$ cat config.mk
export PLATFORM = sky130hd
export DESIGN_NAME = output_color_pipe
export DESIGN_NICKNAME = d
export VERILOG_FILES = /design/src/rtl/output_color_pkg.sv /design/src/rtl/color_scale.sv /design/src/rtl/output_color_pipe.sv
export SDC_FILE = /design/constraint.sdc
export NUM_CORES = 1
export LEC_CHECK = 0
export ABC_AREA = 1
export BUFFER_PORTS_ARGS = -buffer_cell sky130_fd_sc_hd__clkbuf_2
export CORE_MARGIN = 3
export CORE_UTILIZATION = 57
export DETAILED_ROUTE_END_ITERATION = 8
export GPL_ROUTABILITY_DRIVEN = 0
export MAX_ROUTING_LAYER = met4
export PLACE_DENSITY = 0.8
export SETUP_SLACK_MARGIN = 0.5
export SLEW_MARGIN = 10
export SYNTH_ARGS = -nofsm -noshare
export SYNTH_HDL_FRONTEND = slang
export SYNTH_HIERARCHICAL = 1
export SYNTH_SLANG_ARGS = --single-unit
export TNS_END_PERCENT = 100
$ cat constraint.sdc
create_clock -name clk -period 2.6 [get_ports clk]
set_input_delay 0.13 -clock clk [delete_from_list [all_inputs] [get_ports clk]]
set_output_delay 0.13 -clock clk [all_outputs]
set_load 0.03 [all_outputs]
$ cat src/rtl/output_color_pkg.sv
// rtl/output_color_pkg.sv - shared state encoding and default widths for the output colour pipe
package output_color_pkg;

    typedef enum logic [1:0] {
        ST_ON       = 2'd0,
        ST_FADE_OUT = 2'd1,
        ST_BLACK    = 2'd2,
        ST_FADE_IN  = 2'd3
    } fade_state_t;

    localparam int CW_DEF              = 2;
    localparam int LW_DEF              = 4;
    localparam int FRAMES_PER_STEP_DEF = 2;

endpackage

$ cat src/rtl/color_scale.sv
// rtl/color_scale.sv - one colour channel scaled by (level+1)/2^LW
// Ports:
//   in_val  - channel value, CW bits
//   level   - brightness level, LW bits
//   out_val - (in_val * (level+1)) >> LW, truncated to CW bits
module color_scale #(
    parameter int CW = 2,
    parameter int LW = 4
) (
    input  logic [CW-1:0] in_val,
    input  logic [LW-1:0] level,
    output logic [CW-1:0] out_val
);

    // in_val * 2^LW never exceeds CW+LW bits, so the product cannot overflow.
    logic [CW+LW-1:0] level_inc;
    logic [CW+LW-1:0] product;

    always_comb begin
        level_inc = {{CW{1'b0}}, level} + {{(CW+LW-1){1'b0}}, 1'b1};
        product   = {{LW{1'b0}}, in_val} * level_inc;
        out_val   = CW'(product >> LW);
    end

endmodule

$ cat src/rtl/output_color_pipe.sv
// rtl/output_color_pipe.sv - registered colour output with frame-synchronous fade in/out
// Ports:
//   clk, rst                       - clock, synchronous active-high reset
//   dena, black_flag               - display enable, per-pixel force-black
//   frame_tick                     - one-cycle pulse at frame start
//   fade_in_req, fade_out_req      - one-cycle fade requests (fade out wins)
//   indata_r/g/b                   - input pixel colour
//   outdata_r/g/b, dena_o          - colour and enable, one clock later
//   fade_busy                      - high while fading
//   fade_done                      - one-cycle pulse when a fade completes
module output_color_pipe
    import output_color_pkg::*;
#(
    parameter int CW              = CW_DEF,
    parameter int LW              = LW_DEF,
    parameter int FRAMES_PER_STEP = FRAMES_PER_STEP_DEF
) (
    input  logic          clk,
    input  logic          rst,
    input  logic          dena,
    input  logic          black_flag,
    input  logic          frame_tick,
    input  logic          fade_in_req,
    input  logic          fade_out_req,
    input  logic [CW-1:0] indata_r,
    input  logic [CW-1:0] indata_g,
    input  logic [CW-1:0] indata_b,
    output logic [CW-1:0] outdata_r,
    output logic [CW-1:0] outdata_g,
    output logic [CW-1:0] outdata_b,
    output logic          dena_o,
    output logic          fade_busy,
    output logic          fade_done
);

    localparam int SW = (FRAMES_PER_STEP > 1) ? $clog2(FRAMES_PER_STEP) : 1;

    localparam logic [LW-1:0] LEVEL_MAX = '1;
    localparam logic [LW-1:0] LEVEL_ONE = LW'(1);
    localparam logic [SW-1:0] STEP_LAST = SW'(FRAMES_PER_STEP - 1);
    localparam logic [SW-1:0] STEP_ONE  = SW'(1);

    fade_state_t   state;
    logic [LW-1:0] level;
    logic [SW-1:0] step_cnt;

    logic [CW-1:0] scaled_r;
    logic [CW-1:0] scaled_g;
    logic [CW-1:0] scaled_b;
    logic          blank;

    color_scale #(.CW(CW), .LW(LW)) u_scale_r (
        .in_val  (indata_r),
        .level   (level),
        .out_val (scaled_r)
    );

    color_scale #(.CW(CW), .LW(LW)) u_scale_g (
        .in_val  (indata_g),
        .level   (level),
        .out_val (scaled_g)
    );

    color_scale #(.CW(CW), .LW(LW)) u_scale_b (
        .in_val  (indata_b),
        .level   (level),
        .out_val (scaled_b)
    );

    assign blank     = !dena || black_flag || (state == ST_BLACK);
    assign fade_busy = (state == ST_FADE_IN) || (state == ST_FADE_OUT);

    // Pixel path: one register stage, scaled by the level held this cycle.
    always_ff @(posedge clk) begin
        if (rst) begin
            outdata_r <= '0;
            outdata_g <= '0;
            outdata_b <= '0;
            dena_o    <= 1'b0;
        end else begin
            outdata_r <= blank ? '0 : scaled_r;
            outdata_g <= blank ? '0 : scaled_g;
            outdata_b <= blank ? '0 : scaled_b;
            dena_o    <= dena;
        end
    end

    // Fade control. A request that changes state swallows a coincident
    // frame_tick; an ignored request lets the tick count normally.
    always_ff @(posedge clk) begin
        if (rst) begin
            state     <= ST_ON;
            level     <= LEVEL_MAX;
            step_cnt  <= '0;
            fade_done <= 1'b0;
        end else begin
            fade_done <= 1'b0;
            case (state)
                ST_ON: begin
                    if (fade_out_req) begin
                        state    <= ST_FADE_OUT;
                        step_cnt <= '0;
                    end
                end
                ST_BLACK: begin
                    if (fade_in_req && !fade_out_req) begin
                        state    <= ST_FADE_IN;
                        step_cnt <= '0;
                    end
                end
                ST_FADE_OUT: begin
                    if (fade_in_req && !fade_out_req) begin
                        state    <= ST_FADE_IN;
                        step_cnt <= '0;
                    end else if (frame_tick) begin
                        if (step_cnt == STEP_LAST) begin
                            step_cnt <= '0;
                            if (level <= LEVEL_ONE) begin
                                level     <= '0;
                                state     <= ST_BLACK;
                                fade_done <= 1'b1;
                            end else begin
                                level <= level - LEVEL_ONE;
                            end
                        end else begin
                            step_cnt <= step_cnt + STEP_ONE;
                        end
                    end
                end
                ST_FADE_IN: begin
                    if (fade_out_req) begin
                        state    <= ST_FADE_OUT;
                        step_cnt <= '0;
                    end else if (frame_tick) begin
                        if (step_cnt == STEP_LAST) begin
                            step_cnt <= '0;
                            if (level >= LEVEL_MAX - LEVEL_ONE) begin
                                level     <= LEVEL_MAX;
                                state     <= ST_ON;
                                fade_done <= 1'b1;
                            end else begin
                                level <= level + LEVEL_ONE;
                            end
                        end else begin
                            step_cnt <= step_cnt + STEP_ONE;
                        end
                    end
                end
                default: begin
                    state    <= ST_ON;
                    level    <= LEVEL_MAX;
                    step_cnt <= '0;
                end
            endcase
        end
    end

endmodule

======== Yosys cells after proc, flatten, opt, wreduce, memory -nomap -nowiden ========
Index checks and enable logic that the tools add are counted.
operators by class
  $add $sub $neg .......................... 4
  shift operators ......................... 0
  multiply operators ...................... 3
  bitwise operators ....................... 0
  eq/ne operators ......................... 17
  reduce and logical (&&, ||, !) cells .... 12
  mux-type cells .......................... 36
  order comparisons ....................... 2
  divide/modulo/power cells ............... 0
operators by type and width
  cell                   number
  $mux W4                8
  $mux W2                10
  $mul A2 B6 Y6          3
  $mux W1                14
  $ne A2 B2 Y1 const B   7
  $ne A3 B2 Y1 const B   3
  $pmux W2 S4            1
  $pmux W4 S2            1
  $reduce_and A8 Y1      1
  $reduce_and A7 Y1      1
  $ne A3 B3 Y1 const B   2
  $add A4 B1 Y5 const B  1
  $add A4 B1 Y4 const B  1
  $eq A2 B2 Y1 const B   2
  $ge A4 B4 Y1 const B   1
  $le A4 B1 Y1 const B   1
  $pmux W1 S4            1
  $sub A4 B1 Y4 const B  1
  $logic_or A1 B1 Y1     3
  $ne A3 B1 Y1 const B   1
  $eq A2 B1 Y1 const B   1
  $logic_not A1 Y1       2
  $logic_not A2 Y1       1
  $ne A2 B1 Y1 const B   1
  other kinds (6)        6
storage, ports and cells
  register bits after elaboration ......... 15
  bits in latches ......................... 0
  memories ................................ 0
  bits in writable memories ............... 0
  logic and storage cells ................. 82
  bits in read-only memories .............. 0
  output and inout bits ................... 9

======== Logic depth before layout (Yosys ltp) ========
  depth in word-level cells ............... 6
  gate-level depth with buffers ........... 14

======== By module ========
The synthesis kept the hierarchy.
modules (own cells, without submodules)
  module             area each (µm²)  sequential area each (µm²)  cells each  instances
  output_color_pipe  938.4            300.3                       142         1
  color_scale        201.4            0.0                         40          3

======== Worst setup path after synthesis ========
Ideal clock, no wire load.
  path kind ............................... register to register
  start ................................... register level[0]
  end ..................................... register outdata_b[1]
  required time ........................... 2.535 ns
  period minus slack after synthesis ...... 1.782 ns
  slack ................................... 0.818 ns
  stages on the path, launching flop included .. 15
  arrival ................................. 1.716 ns
  library setup time ...................... 0.065 ns
  path buffers ............................ 0
  cells stage by stage .................... dfxtp_1 -> ha_1 -> xnor2_1 -> nor2_1 -> ha_1 -> nand2_1 -> nor2_1 -> nand2_1 -> nand2_1 -> nand2_1 -> nand2_1 -> nand2_1 -> nand2_1 -> inv_1 -> nor2_1
between the ends
  longest elaborated chain between the ends .. 2
ends and longest elaborated chain
  item                    line                      source
  start, declared         output_color_pipe.sv:44   logic [LW-1:0] level;
  start signal, assigned  output_color_pipe.sv:123  level <= level - LEVEL_ONE;
  start signal, assigned  output_color_pipe.sv:142  level <= level + LEVEL_ONE;
  $add A4 B1 Y5           color_scale.sv:20         level_inc = {{CW{1'b0}}, level} + {{(CW+LW-1){1'b0}}, 1'b1};
  $mul A2 B6 Y6           color_scale.sv:21         product = {{LW{1'b0}}, in_val} * level_inc;
  named net scaled_b[1]   output_color_pipe.sv:49   logic [CW-1:0] scaled_b;
  end signal, assigned    output_color_pipe.sv:83   outdata_b <= blank ? '0 : scaled_b;
  end, declared           output_color_pipe.sv:30   output logic [CW-1:0] outdata_b,
The timed path passes the listed nets, and every way through them passes these cells.
A chain may end at the register's enable or synchronous reset.

======== Worst setup path in the final report ========
  start ................................... register level[2]
  end ..................................... register outdata_r[1]
between the ends
  longest elaborated chain between the ends .. 2
ends and longest elaborated chain
  item                   line                     source
  $add A4 B1 Y5          color_scale.sv:20
  $mul A2 B6 Y6          color_scale.sv:21
  named net scaled_r[1]  output_color_pipe.sv:47  logic [CW-1:0] scaled_r;
  end signal, assigned   output_color_pipe.sv:81  outdata_r <= blank ? '0 : scaled_r;
  end, declared          output_color_pipe.sv:28  output logic [CW-1:0] outdata_r,
The timed path passes the listed nets, and every way through them passes these cells.

==> results.toml <==
[worst_setup_path]
cp_common_cell = "nand2_1"
cp-end-kind = "flip-flop"
cp-startpoint = "level[2]"
path_cells = "nand3_1 > xor2_1 > nor2_1 > ha_1 > a21oi_1 > nand2_1 > nand2_1 > nand2_1 > inv_1 > nor2_1"
rrSetupSlack_ps = 700
cpPeakStageDelay_ps = 560
crit_slowest_cell = "dfxtp_1"
worstReg2RegStart = "level[2]"
crit_end = "outdata_r[1]"
cp_data_arrival_time_ps = 2090
critPathRequiredTime_ps = 2790
crit_path_max_fanout = 10
start_kind = "flip-flop"
r2r_cells = 10
r2r-end = "outdata_r[1]"
worst-setup-path-type = "reg2reg"

[run_status]
status = "finished, final reports clean"

[clock_tree]
clk_latency_ps = 290
htreeDepth = 1
cts_buffers = 3
clkSinkCount = 15
clk_pin_slew_worst_paths_ps = 100
clockBufferDepth = 2
cts_tree = "done"
cts-root-buf = "clkbuf_4"
post_cts_buffers = 0

[power]
p_leak_nw = 1.100
switching_share = 0.4674
p_int_uw = 514.6
switchingPower_uw = 451.6
power_uw = 966.2
pwr_density_cell_nw_per_um2 = 563.2
pwr-share-comb = 0.545
ir_drop_mv = 0.5717
power_frac_clock = 0.144
pwr-share-seq = 0.311

[floorplan]
dieArea_um2 = 3367
core_um2 = 2522
fp-row-count = 18
fp.dieW_um = 58.03
start_util = 0.6116
boundaryPins = 22
fp.dieH_um = 58.03

[detailed_routing]
vias = 1563
via_per_inst = 4.946
antenna_left = 0
wirelength_mm = 2.940
drt_iter0_markers = 40
first_pass_iters = 4
drcViolationCount = 0
wl_per_cell_um = 9.304

[timing]
setup_viol = 0
holdWs_ps = 29.23
worst_pin_slew_ps = 410.8
finalWorstSetupSlack_ps = 701.9
rsz0062_at_grt = "false"
timing.slew.headroom = 0.7257
period_minus_slack_ps = 1898
skew_ps = 4.146
finalHoldViolCount = 0
tns_ps = 0
fmax_ghz = 0.5269
period_share = 0.7300
drv_slew = 0

[logic_synthesis]
synthAdderAreaFrac = 0.1622
synth_warnings = 6
synthSimpleGateAreaFrac = 0.3763
synth_xor_area_frac = 0.03974
avgSynthCellArea_um2 = 5.888
postSynthCellCount = 262
synthDistinctLibCells = 22
synth_compound_area_frac = 0.08273
syn_area_um2 = 1543
synth_top_family_by_area = "simple AND/OR/NAND/NOR gates"
syn_nets = 295
ys_ff_latch = 15
muxShareOfSynthArea = 0
synth_seq_area_share = 0.1946

[run]
maxCapViolations = 0

[final_layout]
seq_area_um2 = 307.8
multi_input_area_um2 = 1020
fin_nets = 320
fillers = 265
syn_to_final_growth_pct = 11.19
drive_gt1_frac = 0.1294
antenna_cells = 0

[placed_design]
hpwl_mm = 2.399
port_buffers = 21
post-place-ws_ps = 568.6

[worst_hold_path]
holdCritPathClass = "in2reg"

[global_route]
antenna_found_initial = 0
grt_usage = 0.1948
grt_max_degree = 15
grt-ovfl-total = 0
grt_pass1_vias = 1332
grt_pass1_wl_mm = 5.154
## worst min path at each step
stage,from,end,slack (ps),cells after the start
floorplan,dena,dena_o,250,2
global placement,dena,dena_o,340,3
detailed placement,dena,dena_o,340,3
CTS,dena,dena_o,10,3
global route,dena,dena_o,30,3
finish,dena,dena_o,30,3
## registers in the layout, summed over array words and instances, names as in the netlist
signal,cells
outdata_r,2
outdata_b,2
outdata_g,2
level,4
step_cnt,1
dena_o,1
fade_done,1
state,2
## worst max-delay path: cells and delay by family, from the launching register on
kind	cells	cell delay, ps
AND/OR/NAND/NOR	6	430
adder cells (fa/ha/maj)	1	350
AO/OA/AOI/OAI	1	210
buffers and inverters	1	50
flip-flops	1	560
XOR/XNOR	1	190
## cell type report
type / count / share of cell area
clock buffer: 3 / 0.01313
clock inverter: 1 / 0.002918
inverter: 56 / 0.1225
multi-input combinational: 189 / 0.5945
sequential: 15 / 0.1794
tap: 30 / 0.02188
timing repair buffer: 22 / 0.06565
## cells in the final DEF (no fill, tap or decap), types with 3 or more instances in the layout
cell,Yosys,final
o21ai_1,3,3
inv_1,52,52
clkbuf_2,0,21
xor2_1,3,3
a21oi_1,15,15
ha_1,20,20
nand3_1,22,22
dfxtp_1,15,13
o21ai_0,3,3
inv_2,4,4
nand2_1,72,72
xnor2_1,4,4
clkbuf_4,0,3
nor2_1,38,38
## cell families after synthesis
logic type | Yosys count
AND/OR/NAND/NOR | 138
buffers and inverters | 58
AO/OA/AOI/OAI | 24
adder cells (fa/ha/maj) | 20
flip-flops | 15
XOR/XNOR | 7
## Yosys cell counts, drive strengths merged
cell type,instances,area [µm²]
a211oi,1,7.510
a21oi,15,75.07
buf,2,12.51
dfxtp,15,300.3
ha,20,250.2
inv,56,210.2
nand2,73,281.5
nand3,23,127.6
nor2,41,166.4
nor3,1,5.000
o21a,1,7.510
o21ai,6,30.02
o21bai,1,7.510
xnor2,4,35.03
xor2,3,26.28
## per-layer routing
layer  share of wire  global-route usage  wire length [µm]  vias to the layer above
li1                -                   -                 -                      849
met3           0.036             0.04454               106                        6
met5               0                   -                 0                        -
met4          0.0099             0.05629                29                        0
met1            0.48              0.2368              1409                      687
met2            0.47              0.3210              1396                       21
## what timing repair did
action,4_1_cts,5_1_grt
hold buffers,0,0
setup endpoints to repair,0,6
gates resized for setup,0,4
## through the flow
step / instance area (µm²) / util / instances
final: 1715 / 0.6801 / 316
after CTS: 1708 / 0.6771 / 316
after global routing: 1715 / 0.6801 / 316
after global placement: 1680 / 0.6662 / 312
after detailed placement: 1680 / 0.6662 / 312
after floorplan: 1543 / - / 262
## power by group through the flow
stage                     Sequential [mW]  Clock (mW)  Combinational (mW)
final                               0.300       0.139               0.527
after global routing                0.307       0.158               0.611
after CTS                           0.301       0.147               0.528
after detailed placement            0.305           0               0.526
after global placement              0.305           0               0.518
after floorplan                     0.310           0               0.412
No activity file was read; power rests on OpenSTA's default activity.
